**src/rtl/wb_axi_bridge.sv**
```systemverilog
// wb_axi_bridge: Wishbone classic slave to AXI-Lite master / AXI-Stream bridge
// with an output-stream prefetch FIFO, a sticky status register and a stall timeout.
module wb_axi_bridge #(
    parameter int pADDR_WIDTH   = 12,
    parameter int pDATA_WIDTH   = 32,
    parameter int STREAM_LEN    = 64,
    parameter int SM_FIFO_DEPTH = 4,
    parameter int TIMEOUT       = 255
) (
    input  logic                     wb_clk_i,
    input  logic                     wb_rst_i,
    input  logic                     wbs_stb_i,
    input  logic                     wbs_cyc_i,
    input  logic                     wbs_we_i,
    input  logic [pDATA_WIDTH/8-1:0] wbs_sel_i,
    input  logic [pDATA_WIDTH-1:0]   wbs_dat_i,
    input  logic [31:0]              wbs_adr_i,
    output logic                     wbs_ack_o,
    output logic [pDATA_WIDTH-1:0]   wbs_dat_o,
    output logic                     awvalid,
    input  logic                     awready,
    output logic [pADDR_WIDTH-1:0]   awaddr,
    output logic                     wvalid,
    input  logic                     wready,
    output logic [pDATA_WIDTH-1:0]   wdata,
    output logic [pDATA_WIDTH/8-1:0] wstrb,
    output logic                     arvalid,
    input  logic                     arready,
    output logic [pADDR_WIDTH-1:0]   araddr,
    input  logic                     rvalid,
    output logic                     rready,
    input  logic [pDATA_WIDTH-1:0]   rdata,
    output logic                     ss_tvalid,
    input  logic                     ss_tready,
    output logic [pDATA_WIDTH-1:0]   ss_tdata,
    output logic                     ss_tlast,
    input  logic                     sm_tvalid,
    output logic                     sm_tready,
    input  logic [pDATA_WIDTH-1:0]   sm_tdata,
    input  logic                     sm_tlast
);
    localparam int FA = $clog2(SM_FIFO_DEPTH);
    localparam int BW = STREAM_LEN > 1 ? $clog2(STREAM_LEN) : 1;
    localparam int TW = $clog2(TIMEOUT + 1);

    typedef enum logic [2:0] {IDLE, AXW, AXR_A, AXR_D, SS, SM_WAIT, ACK} state_t;
    state_t state, nxt;

    logic [pADDR_WIDTH-1:0] a;
    logic                   req, is_axi, is_ss, is_sm, is_st, st_clr, idle_req;
    logic [TW-1:0]          wcnt;
    logic                   to, waiting;
    logic                   aw_done, w_done, aw_hs, w_hs, ar_hs, r_hs, ss_hs;
    logic [BW-1:0]          beat;
    logic                   err, last_seen;
    logic [pDATA_WIDTH:0]   mem [SM_FIFO_DEPTH];
    logic [pDATA_WIDTH:0]   head;
    logic [FA-1:0]          wp, rp;
    logic [FA:0]            cnt, cnt_nxt;
    logic                   empty, full, push, pop;
    logic [pDATA_WIDTH-1:0] status;
    logic                   unused_adr;

    assign unused_adr = ^wbs_adr_i[31:pADDR_WIDTH];
    assign a        = wbs_adr_i[pADDR_WIDTH-1:0];
    assign req      = wbs_stb_i & wbs_cyc_i;
    assign idle_req = state == IDLE && req;
    assign is_axi   = a[7:4] != 4'h8;
    assign is_ss    = a == pADDR_WIDTH'('h80) && wbs_we_i;
    assign is_sm    = a == pADDR_WIDTH'('h84) && !wbs_we_i;
    assign is_st    = a == pADDR_WIDTH'('h88);
    assign st_clr   = idle_req && is_st && wbs_we_i;

    // Valids and readies are Moore decodes of the state, masked in the timeout cycle.
    assign waiting   = state inside {AXW, AXR_A, AXR_D, SS, SM_WAIT};
    assign to        = waiting && wcnt == TW'(TIMEOUT);
    assign awvalid   = state == AXW && !aw_done && !to;
    assign wvalid    = state == AXW && !w_done && !to;
    assign arvalid   = state == AXR_A && !to;
    assign rready    = state == AXR_D && !to;
    assign ss_tvalid = state == SS && !to;
    assign ss_tlast  = ss_tvalid && beat == BW'(STREAM_LEN - 1);
    assign wbs_ack_o = state == ACK;
    assign aw_hs     = awvalid & awready;
    assign w_hs      = wvalid & wready;
    assign ar_hs     = arvalid & arready;
    assign r_hs      = rready & rvalid;
    assign ss_hs     = ss_tvalid & ss_tready;

    assign empty   = cnt == '0;
    assign full    = cnt == (FA+1)'(SM_FIFO_DEPTH);
    assign head    = mem[rp];
    assign push    = sm_tvalid & sm_tready;
    assign pop     = !empty && ((idle_req && is_sm) || (state == SM_WAIT && !to));
    assign cnt_nxt = cnt + {{FA{1'b0}}, push} - {{FA{1'b0}}, pop};

    always_comb begin
        status       = '0;
        status[0]    = err;
        status[1]    = last_seen;
        status[2]    = empty;
        status[3]    = full;
        status[15:8] = 8'(cnt);
    end

    always_comb begin
        nxt = state;
        case (state)
            IDLE:    if (req) nxt = is_axi ? (wbs_we_i ? AXW : AXR_A) :
                                    is_ss ? SS : (is_sm && empty) ? SM_WAIT : ACK;
            AXW:     if (to || ((aw_done || aw_hs) && (w_done || w_hs))) nxt = ACK;
            AXR_A:   nxt = to ? ACK : ar_hs ? AXR_D : AXR_A;
            AXR_D:   if (to || r_hs) nxt = ACK;
            SS:      if (to || ss_hs) nxt = ACK;
            SM_WAIT: if (to || pop) nxt = ACK;
            default: nxt = IDLE;
        endcase
    end

    always_ff @(posedge wb_clk_i or posedge wb_rst_i) begin
        if (wb_rst_i) begin
            state     <= IDLE;
            wcnt      <= '0;
            aw_done   <= 1'b0;
            w_done    <= 1'b0;
            beat      <= '0;
            err       <= 1'b0;
            last_seen <= 1'b0;
            wbs_dat_o <= '0;
            awaddr    <= '0;
            araddr    <= '0;
            wdata     <= '0;
            wstrb     <= '0;
            ss_tdata  <= '0;
        end else begin
            state     <= nxt;
            wcnt      <= (waiting && nxt == state) ? wcnt + 1'b1 : '0;
            aw_done   <= state == AXW && (aw_done || aw_hs);
            w_done    <= state == AXW && (w_done || w_hs);
            err       <= !st_clr && (err || to);
            last_seen <= !st_clr && (last_seen || (pop && head[pDATA_WIDTH]));
            if (ss_hs) beat <= beat == BW'(STREAM_LEN - 1) ? '0 : beat + 1'b1;
            if (idle_req && is_axi) begin
                awaddr <= a;
                araddr <= a;
                wdata  <= wbs_dat_i;
                wstrb  <= wbs_sel_i;
            end
            if (idle_req && is_ss) ss_tdata <= wbs_dat_i;
            if (to) wbs_dat_o <= '0;
            else if (pop) wbs_dat_o <= head[pDATA_WIDTH-1:0];
            else if (r_hs) wbs_dat_o <= rdata;
            else if (idle_req && !is_axi && !wbs_we_i && !is_sm) wbs_dat_o <= is_st ? status : '0;
        end
    end

    // Registered ready so it stays low through reset and rises on the first clock after.
    always_ff @(posedge wb_clk_i or posedge wb_rst_i) begin
        if (wb_rst_i) begin
            wp        <= '0;
            rp        <= '0;
            cnt       <= '0;
            sm_tready <= 1'b0;
        end else begin
            if (push) wp <= wp + 1'b1;
            if (pop) rp <= rp + 1'b1;
            cnt       <= cnt_nxt;
            sm_tready <= cnt_nxt != (FA+1)'(SM_FIFO_DEPTH);
        end
    end

    always_ff @(posedge wb_clk_i) begin
        if (push) mem[wp] <= {sm_tlast, sm_tdata};
    end
endmodule

```
**config.mk**
```make
export PLATFORM = sky130hd
export DESIGN_NAME = wb_axi_bridge
export DESIGN_NICKNAME = d
export VERILOG_FILES = /design/src/rtl/wb_axi_bridge.sv
export SDC_FILE = /design/constraint.sdc
export NUM_CORES = 1
export LEC_CHECK = 0
export BUFFER_PORTS_ARGS = -buffer_cell sky130_fd_sc_hd__buf_2
export CAP_MARGIN = 20
export CELL_PAD_IN_SITES_DETAIL_PLACEMENT = 0
export CELL_PAD_IN_SITES_GLOBAL_PLACEMENT = 1
export CORE_MARGIN = 2
export CORE_UTILIZATION = 47
export DETAILED_ROUTE_END_ITERATION = 16
export PLACE_DENSITY_LB_ADDON = 0.1
export SLEW_MARGIN = 40
export SYNTH_ARGS = -nofsm -noshare
export SYNTH_HDL_FRONTEND = slang
export SYNTH_SLANG_ARGS = --single-unit
export TNS_END_PERCENT = 10
```
**constraint.sdc**
```tcl
create_clock -name wb_clk_i -period 6.8 [get_ports wb_clk_i]
set_input_delay 1.02 -clock wb_clk_i [delete_from_list [all_inputs] [get_ports wb_clk_i]]
set_output_delay 1.02 -clock wb_clk_i [all_outputs]
set_load 0.02 [all_outputs]
```
; Word-level counts from Yosys, hierarchy flattened
; Memory sizes are Yosys's and may differ from the RTL's.
; Index checks and enable logic that the tools add are counted.
[word_totals]
in_bits = 144
n_memories = 1
regBits = 141
mem_bits_ro = 0
latch_bits = 0
word_cells = 117
ram_bits = 132
[op_classes]
div = 0
n_bitwise = 7
n_eq_ne = 15
n_shift = 0
n_lt_le_gt_ge = 0
reduce_logical = 51
mul = 0
muxes = 21
addsub = 6
[memory_table]
columns = memory, depth, width, rd, rd_clocked_by_memory_dff, wr, line
row1 = mem, 4, 33, 1, 0, 1, 56  ; logic [pDATA_WIDTH:0] mem [SM_FIFO_DEPTH];
[op_table]
columns = operator, n
row1 = 32-bit two-way mux, 4
row2 = "12-bit by 8-bit == test with 1-bit output, second input constant", 3
row3 = 1-bit logical AND, 30
row4 = 3-bit two-way mux, 7
row5 = 3-bit case mux with 6 select lines, 1
row6 = "3-bit == test, second input constant", 4
row7 = 11-bit two-way mux, 1
row8 = 1-bit logical OR, 9
row9 = "8-bit by 1-bit adder with 8-bit output, second input constant", 1
row10 = "8-bit == test, second input constant", 1
row11 = 1-bit logical NOT, 8
row12 = 8-bit two-way mux, 1
row13 = 1-bit bitwise AND, 7
row14 = "6-bit by 1-bit adder with 6-bit output, second input constant", 1
row15 = "3-bit by 2-bit == test with 1-bit output, second input constant", 2
row16 = "6-bit == test, second input constant", 1
row17 = 3-bit logical NOT, 2
row18 = 2-bit two-way mux, 3
row19 = 6-bit two-way mux, 1
row20 = 5-bit nonzero test, 1
row21 = "2-bit by 1-bit adder with 2-bit output, second input constant", 2
row22 = "4-bit inequality test, second input constant", 1
row23 = 4-bit nonzero test, 1
row24 = 3-bit by 1-bit adder with 3-bit output, 1
row25 = 5 further kinds, 7

; Logic depth before layout (Yosys ltp)
; Gate-level depths: netlist (run 1).
[depth]
ltp_word = 14
depth_mapped = 14
depth_no_buf = 12

; Worst setup path after synthesis (run 1)
; OpenSTA, ideal clock, no wires.
[synth_path]
kind = in2reg
startpoint = input wbs_adr_i[5]
endpoint = register sm_tready
arrival_ns = 3.387
required_ns = 6.671
slack_ns = 3.284
path_buffers = 2
cell_stages = 13
cell_sequence = nor4b_4 > nand3_2 > o21ai_1 > buf_2 > buf_2 > ha_1 > inv_1 > ha_1 > inv_1 > fa_1 > xnor2_1 > xnor2_1 > nand3b_1
[synth_via]
elab_chain_len = 7
[synth_rtl]
columns = item, line
row1 = from (decl), 17  ; input logic [31:0] wbs_adr_i,
row2 = 12-bit by 8-bit == test with 1-bit output, 70  ; assign is_sm = a == pADDR_WIDTH'('h84) && !wbs_we_i;
row3 = 1-bit logical AND, 70
row4 = 1-bit logical AND, 94  ; assign pop = !empty && ((idle_req && is_sm) || (state == SM_WAIT && !to));
row5 = 1-bit logical OR, 94
row6 = 1-bit logical AND, 94
row7 = 3-bit by 1-bit subtractor with 3-bit output, 95  ; assign cnt_nxt = cnt + {{FA{1'b0}}, push} - {{FA{1'b0}}, pop};
row8 = named net cnt_nxt[2], 59  ; logic [FA:0] cnt, cnt_nxt;
row9 = 3-bit inequality test, 168  ; sm_tready <= cnt_nxt != (FA+1)'(SM_FIFO_DEPTH);
row10 = to (signal assigned), 168
row11 = to (decl), 38  ; output logic sm_tready,
; The timed path passes the listed nets, and every way through them passes these cells.
; A chain may end at the register's enable or synchronous reset.

; Final worst setup path (run 1)
[layout_path]
startpoint = input wbs_adr_i[1]
endpoint = register sm_tready
; The elaborated chain is that of the path after synthesis.

==> qor.yml, run 1 <==
floorplanning:
  die_area_mm2: 0.0248
  fp.coreArea_mm2: 0.0233
  die_height_um: 157
  initial_core_util_pct: 47.6
  io-pin-count: 276
  rows: 56
  die_w_um: 157
global_route:
  grt_start_max_net_pins: 76
  grt_pass1_wl_um: 38000
  grt.overflow.total: 0
  antenna_found_initial: 5
  grt_pass1_vias: 7056
  track_usage_pct: 19.9
clock_network:
  clkSinkCount: 273
  cts_buffers: 28
  cts_resized: 0
  htreeDepth: 1
  cts_tree: "done"
  postCtsSetupRepairBufs: 0
  clk_path_buf_depth: 3
  path_clk_slew_ns: 0.06
  clk_latency_ns: 0.55
  cts_hold_buf: 0
  cts_root_buffer: "clkbuf_16"
drt:
  viasPerCell: 5.33
  wl_um: 25100
  drc: 0
  drtIter0Drc: 368
  avgRoutedWirePerCell_um: 19.4
  postRouteAntennaNets: 0
  num_vias: 6878
  drt_pass1_iterations: 4
final_layout:
  drive_above_1_share_pct: 45.1
  layout.nets: 1100
  area_growth_pct: 22.4
  stdcell_count: 1291
  postLayoutCoreUtil_pct: 58.2
synth:
  synth.cell_area_mm2: 0.0111
  yosysSeqAreaShare_pct: 67.7
  synth_edf_count: 132
  ys_async_sr_fraction_pct: 51.6
  syn_inst: 698
  ys_types: 61
  synth_fp_nets: 851
  ys_ff_latch: 273
  synth_area_per_cell_um2: 15.8
  ys.flop_type: "dfrtp_1"
  synth-warning-count: 0
hold_path:
  min_path_type: "flop to flop"
  min_from: "beat[4]"
  hold_depth: 1
  min_to: "beat[4]"
sta:
  max_clock_freq_ghz: 0.272
  final-max-slew-violation-count: 0
  whs_ns: 0.485
  setup-tns-final_ns: 0
  post-route-period-util_pct: 54.1
  tightestPinTransition_ns: 0.718
  fin_crit_ns: 3.68
  rsz0062_at_grt: "no"
  slew_headroom_pct: 52.1
  finalSetupViolations: 0
  fin_skew_ns: 0.0221
  hold_viol_final: 0
worst_setup_path:
  reg2reg_slack_ns: 3.43
  endpoint_kind: "flop"
  rr_worst_depth: 12
  critPathMaxFanout: 68
  r2r_end: "sm_tready"
  rr_startpoint: "state[0]"
  crit_type: "input pin to flop"
  cp.required_ns: 7.23
  crit_arrival_ns: 4.11
  startpoint_type: "input pin"
pwr:
  power_density_mw_per_mm2: 418
  vdd_drop_max_mv: 0.239
  power_leakage_nw: 5.73
run_status:
  status: "complete, no violations"
place:
  portBuffers: 255
  gp_congestion: 0.862
  dpl.hpwl_um: 17000
  place_inst: 1236
flow_run:
  cap_violations: 0
where the power goes:
group / total, mW / switching (mW) / leakage (nW) / internal (mW)
clock: 1.51 / 0.624 / 0.455 / 0.889
combinational: 1.69 / 0.986 / 2.27 / 0.708
sequential: 2.45 / 0.267 / 3.01 / 2.18
sequential cells by signal, summed over array words and instances, names as in the netlist, 3 cells and up:
name	count
cnt	3
wdata	32
wstrb	4
mem	132
state	3
wcnt	8
araddr	12
beat	6
wbs_dat_o	32
ss_tdata	32
synthesized netlist by cell type (2+ instances only):
| cell | n | area [um^2] |
|---|---|---|
| a22o_1 | 2 | 17.5 |
| clkbuf_1 | 11 | 41.3 |
| mux2_2 | 75 | 845 |
| mux4_2 | 33 | 743 |
| buf_4 | 15 | 113 |
| or2_2 | 2 | 12.5 |
| ha_1 | 8 | 100 |
| mux2_1 | 3 | 33.8 |
| nand3_1 | 18 | 90.1 |
| xor2_1 | 6 | 52.6 |
| xnor2_1 | 7 | 61.3 |
| a31oi_1 | 3 | 18.8 |
| edfxtp_1 | 132 | 3960 |
| a21oi_1 | 13 | 65.1 |
| nand4_1 | 5 | 31.3 |
| dfrtp_1 | 141 | 3530 |
| nor2b_1 | 3 | 18.8 |
| o21ai_0 | 25 | 125 |
| o21ai_1 | 6 | 30.0 |
| a22oi_1 | 31 | 233 |
| buf_6 | 3 | 33.8 |
| o211ai_1 | 7 | 52.6 |
| and3_1 | 7 | 43.8 |
| nand2_1 | 50 | 188 |
| buf_2 | 14 | 70.1 |
| nor2_1 | 17 | 63.8 |
| a211oi_2 | 2 | 25.0 |
| nand2b_1 | 6 | 37.5 |
| o31ai_1 | 2 | 15.0 |
| or3_1 | 4 | 25.0 |
| nor3_1 | 5 | 25.0 |
| and2_1 | 6 | 37.5 |
| inv_1 | 8 | 30.0 |
per-layer routing:
metal | GRT usage, % | share of wire, %
met3 | 4.27 | 6.0
met2 | 34.9 | 50
met4 | 5.93 | 2.6
met5 | 0 | 0.11
met1 | 24.8 | 41
worst max-delay path by stage:
stage                             from   endpoint  slack, ns  depth (start not counted)
final                     wbs_adr_i[1]  sm_tready       3.12                         13
after global routing      wbs_adr_i[1]  sm_tready       2.90                         13
after CTS                 wbs_adr_i[1]  sm_tready       3.08                         13
after detailed placement  wbs_adr_i[1]  sm_tready       2.51                         13
after global placement    wbs_adr_i[1]  sm_tready       2.60                         13
after floorplan               wb_rst_i  araddr[0]       2.00                          1
worst max-delay path: stages:
cell and delay [ns]:
buf_2 0.13, nor4_2 0.54, nand4_1 0.22, o21ai_4 0.16, buf_4 0.57, ha_1 0.36, inv_1 0.06, ha_1 0.14
inv_1 0.05, fa_1 0.38, xnor2_1 0.15, xnor2_1 0.21, nand3b_1 0.11
layout by cell type (no fill, tap or decap), types with 4 or more instances in the layout:
cell and count:
nand4_1 5, dfrtp_1 140, clkinv_2 6, a21oi_1 13
buf_4 7, and3_4 4, mux4_2 33, buf_2 255
and2_1 6, clkbuf_8 5, clkinv_1 4, nor2_1 16
nand2b_1 6, xor2_1 6, o211ai_1 7, o21ai_0 25
nor3_1 4, mux2_2 75, o21ai_1 5, clkbuf_1 4
or3_1 4, inv_1 7, xnor2_1 7, edfxtp_1 132
ha_1 8, nand3_1 18, clkbuf_16 28, a22oi_1 31
nand2_1 50
final cells by class:
cell class                      instances  area (um^2)
Fill cell                            1908         9720
Sequential cell                       273         7490
Multi-Input combinational cell        373         3330
Timing Repair Buffer                  263         1340
Clock buffer                           37          785
Tap cell                              319          399
Clock inverter                         15          150
Inverter                                8         35.0
Antenna cell                            3         7.51
through the flow:
stage | cell area, um^2 | total power, mW | worst slack [ns]
2_1_floorplan | 11100 | 3.63 | 2.00
3_3_place_gp | 12600 | 4.14 | 2.60
3_5_place_dp | 12600 | 4.20 | 2.51
4_1_cts | 13500 | 5.74 | 3.08
5_1_grt | 13500 | 5.96 | 2.90
6_report | 13500 | 5.66 | 3.12
kinds of logic (layout without fill, tap and decap cells):
family	Yosys count	count (layout)	share of synthesized area, %
xor+xnor	13	13	1.03
other cells	0	3	0
simple gates	135	135	6.47
buf+inv	52	323	2.64
flops	273	273	67.7
mux	111	111	14.7
fa+ha+maj	9	9	1.09
compound gates	105	105	6.39
No activity file was read; power rests on OpenSTA's default activity.
==> inputs of run 2 (changes only) <==
--- a/config.mk
+++ b/config.mk
@@ -10,7 +10,7 @@
 export CELL_PAD_IN_SITES_DETAIL_PLACEMENT = 0
 export CELL_PAD_IN_SITES_GLOBAL_PLACEMENT = 1
 export CORE_MARGIN = 2
-export CORE_UTILIZATION = 47
+export CORE_UTILIZATION = 39
 export DETAILED_ROUTE_END_ITERATION = 16
 export PLACE_DENSITY_LB_ADDON = 0.1
 export SLEW_MARGIN = 40
==> constraint.sdc (replaced) <==
create_clock -name wb_clk_i -period 3.25 [get_ports wb_clk_i]
set_input_delay 0.4875 -clock wb_clk_i [delete_from_list [all_inputs] [get_ports wb_clk_i]]
set_output_delay 0.4875 -clock wb_clk_i [all_outputs]
set_load 0.02 [all_outputs]
==> run 2 against run 1 <==
Net effect: cell count rose by 5.3%; flip-flop and latch count unchanged; sequential share of layout area down 1.4 points; non-clock buffer count is 8 higher; worst setup slack got worse by 2.9 ns; worst hold slack got worse by 0.33 ns; critical path depth shrank 7; global-route usage is 2.5 points lower; die area increased by 20%; sequential power up 110%; total power up 120%; first-iteration DRC count increased by 39%; largest cell class unchanged.
==> qor.yml, run 2 (synthesis gave the netlist of run 1 again) <==
run_status:
  status: "complete, no violations"
global_route:
  grt.overflow.total: 0  # unchanged
  antenna_found_initial: 4  # -1
  track_usage_pct: 17.3  # -2.5 points
  grt_pass1_wl_um: 39800  # +4.9%
  grt_pass1_vias: 7249  # +2.7%
  grt_start_max_net_pins: 76  # unchanged
drt:
  wl_um: 26200  # +4.6%
  drtIter0Drc: 513  # +39%
  postRouteAntennaNets: 0  # unchanged
  num_vias: 6940  # +0.90%
  drt_pass1_iterations: 5  # +1
  viasPerCell: 5.10  # -4.2%
  avgRoutedWirePerCell_um: 19.3  # -0.69%
  drc: 0  # unchanged
hold_path:
  min_path_type: "input pin to flop"
floorplanning:
  initial_core_util_pct: 39.7  # -7.8 points
  die_w_um: 172  # +9.5%
  die_height_um: 172  # +9.5%
  fp.coreArea_mm2: 0.0279  # +20%
  die_area_mm2: 0.0297  # +20%
  rows: 61  # +8.9%
  io-pin-count: 276  # unchanged
final_layout:
  final_cell_mix: "255 x buf_2, 140 x dfrtp_1, 132 x edfxtp_1"
  area_growth_pct: 25.6
  layout.nets: 1110  # +0.91%
  fillers: 2425  # +27%
  final_common_cell: "buf_2"
  largest_register_ffs: 132  # unchanged
  top_register: "mem"
  postLayoutCoreUtil_pct: 49.9  # -8.3 points
  drive_above_1_share_pct: 45.9  # +0.82 points
worst_setup_path:
  endpoint_kind: "primary output"
  crit_path_cell_trace: "ha_1 -> and4_1 -> nand4_1 -> nand2b_1 -> nor2_1 -> buf_2"
  startpoint_type: "flop"
  crit_arrival_ns: 2.52  # -1.59 ns
  crit_slowest_cell: "nand4_1"
  critPathMaxStageDelay_ns: 0.44  # -0.13 ns
  critPathMaxFanout: 8  # -88%
  cp.required_ns: 2.76  # -4.47 ns
  crit_type: "flop to primary output"
clock_network:
  clk_latency_ns: 0.55  # about the same
  cts_hold_buf: 1  # +1
  cts_tree: "done"
  htreeDepth: 1  # unchanged
  path_clk_slew_ns: 0.06  # about the same
  clk_path_buf_depth: 3  # unchanged
  cts_resized: 0  # unchanged
  postCtsSetupRepairBufs: 0  # unchanged
  cts_buffers: 30  # +7.1%
  cts_root_buffer: "clkbuf_16"
  clkSinkCount: 273  # unchanged
sta:
  finalSetupViolations: 0  # unchanged
  post-route-period-util_pct: 92.4
  hold_viol_final: 0  # unchanged
  fin_crit_ns: 3.00
  tightestPinTransition_ns: 0.703  # -0.0149 ns
  final-max-slew-violation-count: 0  # unchanged
  rsz0062_at_grt: "no"
  slew_headroom_pct: 53.1  # +0.99 points
  max_clock_freq_ghz: 0.333
  fin_skew_ns: 0.0174  # -0.00472 ns
  setup-tns-final_ns: 0  # unchanged
place:
  portBuffers: 255  # unchanged
  gp_congestion: 0.887  # +2.9%
  dpl.hpwl_um: 18300  # +7.8%
pwr:
  power_density_mw_per_mm2: 897  # +110%
  power_leakage_nw: 5.89  # +2.7%
  vdd_drop_max_mv: 0.518  # +120%
  power_mw: 12.5  # +120%
flow_run:
  cap_violations: 0  # unchanged
run 2: changes by cell type in the layout (fill, tap and decap cells not counted), moves of 2 or more:
cell / before / now
clkbuf_16: 28 / 34
clkinv_2: 6 / 4
bufinv_16: 2 / 5
buf_4: 7 / 13
clkinv_1: 4 / 0
buf_12: 0 / 2
run 2: per-stage QoR:
stage / cells / setup WS [ns] / cell area [um^2] / hold slack (ns)
after floorplan: 698 / 0.266 / 11100 / 0.446
after global placement: 1302 / 0.322 / 12700 / 0.463
after detailed placement: 1302 / 0.276 / 12700 / 0.471
after CTS: 1358 / 0.204 / 13900 / 0.129
after global routing: 1359 / 0.0579 / 13900 / 0.128
final: 1360 / 0.246 / 13900 / 0.154
run 2: final timing paths:
kind                       slack, ns         end  cells past startpoint    startpoint
setup / recovery                0.25     awvalid                      6       wcnt[0]
hold / removal                  0.15  mem[2][17]                      1  sm_tdata[17]
setup reg to reg                0.46   sm_tready                     12       wcnt[0]
hold reg to reg                 0.47     beat[4]                      1       beat[4]
max in group asynchronous       1.94   wdata[30]                      4      wb_rst_i
min in group asynchronous       0.56     wcnt[7]                      3      wb_rst_i
run 2: critical path, delay by kind of cell (launching register included):
kind	cells	cell delay, ns
flops	1	0.39
simple gates	4	1.19
fa+ha+maj	1	0.24
buf+inv	1	0.16
run 2: cell type report:
cell class,instances,area [um^2],area share [%]
Timing Repair Buffer,271,1420,10.2
Multi-Input combinational cell,373,3320,23.9
Clock inverter,11,193,1.39
Clock buffer,44,948,6.83
Inverter,8,33.8,0.243
Antenna cell,2,5.00,0.0360
Tap cell,378,473,3.40
Sequential cell,273,7490,53.9
run 2: per-layer routing:
metal	wire length, um	share of wire, %	up-vias	global-route usage (%)
met5	29	0.11	-	0
met2	13400	51	233	30.9
li1	-	-	3167	-
met1	10300	39	3495	20.8
met3	1940	7.4	41	4.21
met4	593	2.3	4	5.15
run 2: power by group:
part           total, mW  internal, mW  switching [mW]
combinational       3.68          1.52            2.16
sequential          5.04          4.57           0.472
clock               3.75          2.41            1.34
total               12.5          8.50            3.97
==> inputs of run 3 (changes only) <==
--- a/config.mk
+++ b/config.mk
@@ -9,7 +9,6 @@
 export CAP_MARGIN = 20
 export CELL_PAD_IN_SITES_DETAIL_PLACEMENT = 0
 export CELL_PAD_IN_SITES_GLOBAL_PLACEMENT = 1
-export CORE_MARGIN = 2
 export CORE_UTILIZATION = 39
 export DETAILED_ROUTE_END_ITERATION = 16
 export PLACE_DENSITY_LB_ADDON = 0.1
==> constraint.sdc (replaced) <==
create_clock -name wb_clk_i -period 3.25 [get_ports wb_clk_i]
set_input_delay 0.65 -clock wb_clk_i [delete_from_list [all_inputs] [get_ports wb_clk_i]]
set_output_delay 0.65 -clock wb_clk_i [all_outputs]
set_load 0.02 [all_outputs]
==> run 3 against run 2 <==
Net effect: combinational power decreased by 2%; worst hold slack got worse by 0.0024 ns; highest routed layer unchanged; utilization decreased by 0.47 points; critical endpoint is now wvalid; clock skew decreased by 0.011 ns; register-to-register slack got worse by 0.03 ns; total power decreased by 4.2%; die area decreased by 2.3%.
==> qor.yml, run 3 (synthesis gave the netlist of run 1 again) <==
run_status:
  status: "complete, no violations"
place:
  dpl.hpwl_um: 17300  # -5.4%
  place_inst: 1301  # -0.077%
  portBuffers: 255  # unchanged
  gp_congestion: 0.827  # -6.7%
worst_setup_path:
  rr_worst_depth: 12  # unchanged
  critPathMaxFanout: 8  # unchanged
  cp.required_ns: 2.60  # -0.16 ns
  crit_type: "flop to primary output"
  endpoint_kind: "primary output"
  startpoint_type: "flop"
  crit_arrival_ns: 2.24  # -0.28 ns
pwr:
  vdd_drop_max_mv: 0.476  # -8.3%
  power_density_mw_per_mm2: 868  # -3.3%
  power_leakage_nw: 5.80  # -1.4%
  combPwrFrac_pct: 30.2  # +0.7 points
  seq_power_share_pct: 42.6  # +2.2 points
  power_mw: 11.9  # -4.2%
  p_int_mw: 7.96  # -6.4%
  p_sw_share_pct: 33.4  # +1.5 points
  pwr-share-clk_pct: 27.2  # -2.9 points
  p_sw_mw: 3.99  # +0.45%
sta:
  fin_skew_ns: 0.00669  # -0.0107 ns
  hold_viol_final: 0  # unchanged
  fin_crit_ns: 2.89  # -0.112 ns
  rsz0062_at_grt: "no"
  whs_ns: 0.151  # -0.00239 ns
  finalSetupViolations: 0  # unchanged
  post-route-period-util_pct: 89.0  # -3.4 points
  max_clock_freq_ghz: 0.346  # +3.9%
  final-max-slew-violation-count: 0  # unchanged
  tightestPinTransition_ns: 0.725  # +0.0221 ns
  slew_headroom_pct: 51.7  # -1.5 points
  setup-tns-final_ns: 0  # unchanged
clock_network:
  cts_resized: 0  # unchanged
  clk_latency_ns: 0.56  # about the same
  cts_hold_buf: 0  # -1
  postCtsSetupRepairBufs: 0  # unchanged
  cts_tree: "done"
  clkSinkCount: 273  # unchanged
  htreeDepth: 1  # unchanged
  cts_root_buffer: "clkbuf_16"
  cts_buffers: 30  # unchanged
  path_clk_slew_ns: 0.06  # about the same
  clk_path_buf_depth: 3  # unchanged
global_route:
  grt_pass1_wl_um: 39200  # -1.6%
  grt_start_max_net_pins: 142  # +87%
  antenna_found_initial: 7  # +3
  track_usage_pct: 17.5  # +0.12 points
  grt_pass1_vias: 7097  # -2.1%
  grt.overflow.total: 0  # unchanged
drt:
  viasPerCell: 5.05  # -1.1%
  drtIter0Drc: 351  # -32%
  wl_um: 25500  # -2.9%
  postRouteAntennaNets: 0  # unchanged
  drc: 0  # unchanged
  avgRoutedWirePerCell_um: 18.7  # -3.1%
  num_vias: 6882  # -0.84%
  drt_pass1_iterations: 5  # unchanged
final_layout:
  final_cell_mix: "255 x buf_2, 140 x dfrtp_1, 132 x edfxtp_1"
  drive_above_1_share_pct: 45.8  # -0.10 points
  largest_register_ffs: 132  # unchanged
  area_growth_pct: 24.4
  final_common_cell: "buf_2"
  stdcell_count: 1363  # +0.22%
  top_register: "mem"
  postLayoutCoreUtil_pct: 49.4  # -0.47 points
  layout.nets: 1109  # -0.090%
floorplanning:
  die_area_mm2: 0.0290  # -2.3%
  die_w_um: 170  # -1.2%
  die_height_um: 170  # -1.2%
  io-pin-count: 276  # unchanged
  rows: 61  # unchanged
  fp.coreArea_mm2: 0.0279  # unchanged
  initial_core_util_pct: 39.7  # unchanged
hold_path:
  min_path_type: "input pin to asynchronous set/reset pin"
flow_run:
  cap_violations: 0  # unchanged
## run 3: cell count changes in the layout (fill, tap and decap cells not counted), moves of 3 or more
cell        previous run  this run
bufinv_16              5         0
clkinv_1               0         4
diode_2                2         5
clkinvlp_4             1         5
clkinv_2               4         7
clkbuf_16             34        31
## run 3: power by group through the flow
| stage | sequential, mW | combinational [mW] | clock, mW |
|---|---|---|---|
| 3_5_place_dp | 5.17 | 3.67 | 0 |
| 2_1_floorplan | 5.60 | 1.99 | 0 |
| 3_3_place_gp | 5.12 | 3.61 | 0 |
| 4_1_cts | 5.11 | 3.68 | 3.35 |
| 5_1_grt | 5.21 | 3.93 | 3.48 |
| 6_report | 5.09 | 3.61 | 3.25 |
## run 3: layer usage
layer | routed length [um] | global-route usage [%] | up-vias
met4 | 556 | 4.54 | 4
met1 | 10300 | 21.3 | 3451
met2 | 12900 | 30.6 | 214
li1 | - | - | 3170
met3 | 1670 | 4.51 | 43
met5 | 25 | 0 | -
## run 3: critical path, cell delays in order, from the launching register on
cell and delay, ns:
dfrtp_1 0.39, ha_1 0.24, and4_1 0.42, nand4_1 0.14, buf_4 0.19, nand2b_1 0.10
nor2_1 0.05, buf_2 0.15
## run 3: final timing paths
kind	start	end	slack [ns]
max in group asynchronous	wb_rst_i	rp[0]	2.28
worst min-delay path	wb_rst_i	araddr[11]	0.15
min in group wb_clk_i	sm_tdata[28]	mem[2][28]	0.30
worst max register to register	wcnt[0]	sm_tready	0.43
worst max-delay path	wcnt[0]	wvalid	0.36
worst min register to register	beat[4]	beat[4]	0.47
## run 3: stage by stage
stage                     area [um^2]  setup slack (ns)
after CTS                       13700             0.329
after global routing            13800             0.170
after global placement          12700             0.237
after detailed placement        12700             0.171
after floorplan                 11100             0.104
final                           13800             0.358
## run 3: area by class of cell
type,instances,area [um^2]
fill,2433,14100
sequential,273,7490
multi-input combinational,373,3320
timing repair buffer,270,1450
clock buffer,38,852
tap,378,473
clock inverter,18,128
inverter,8,33.8
antenna,5,12.5
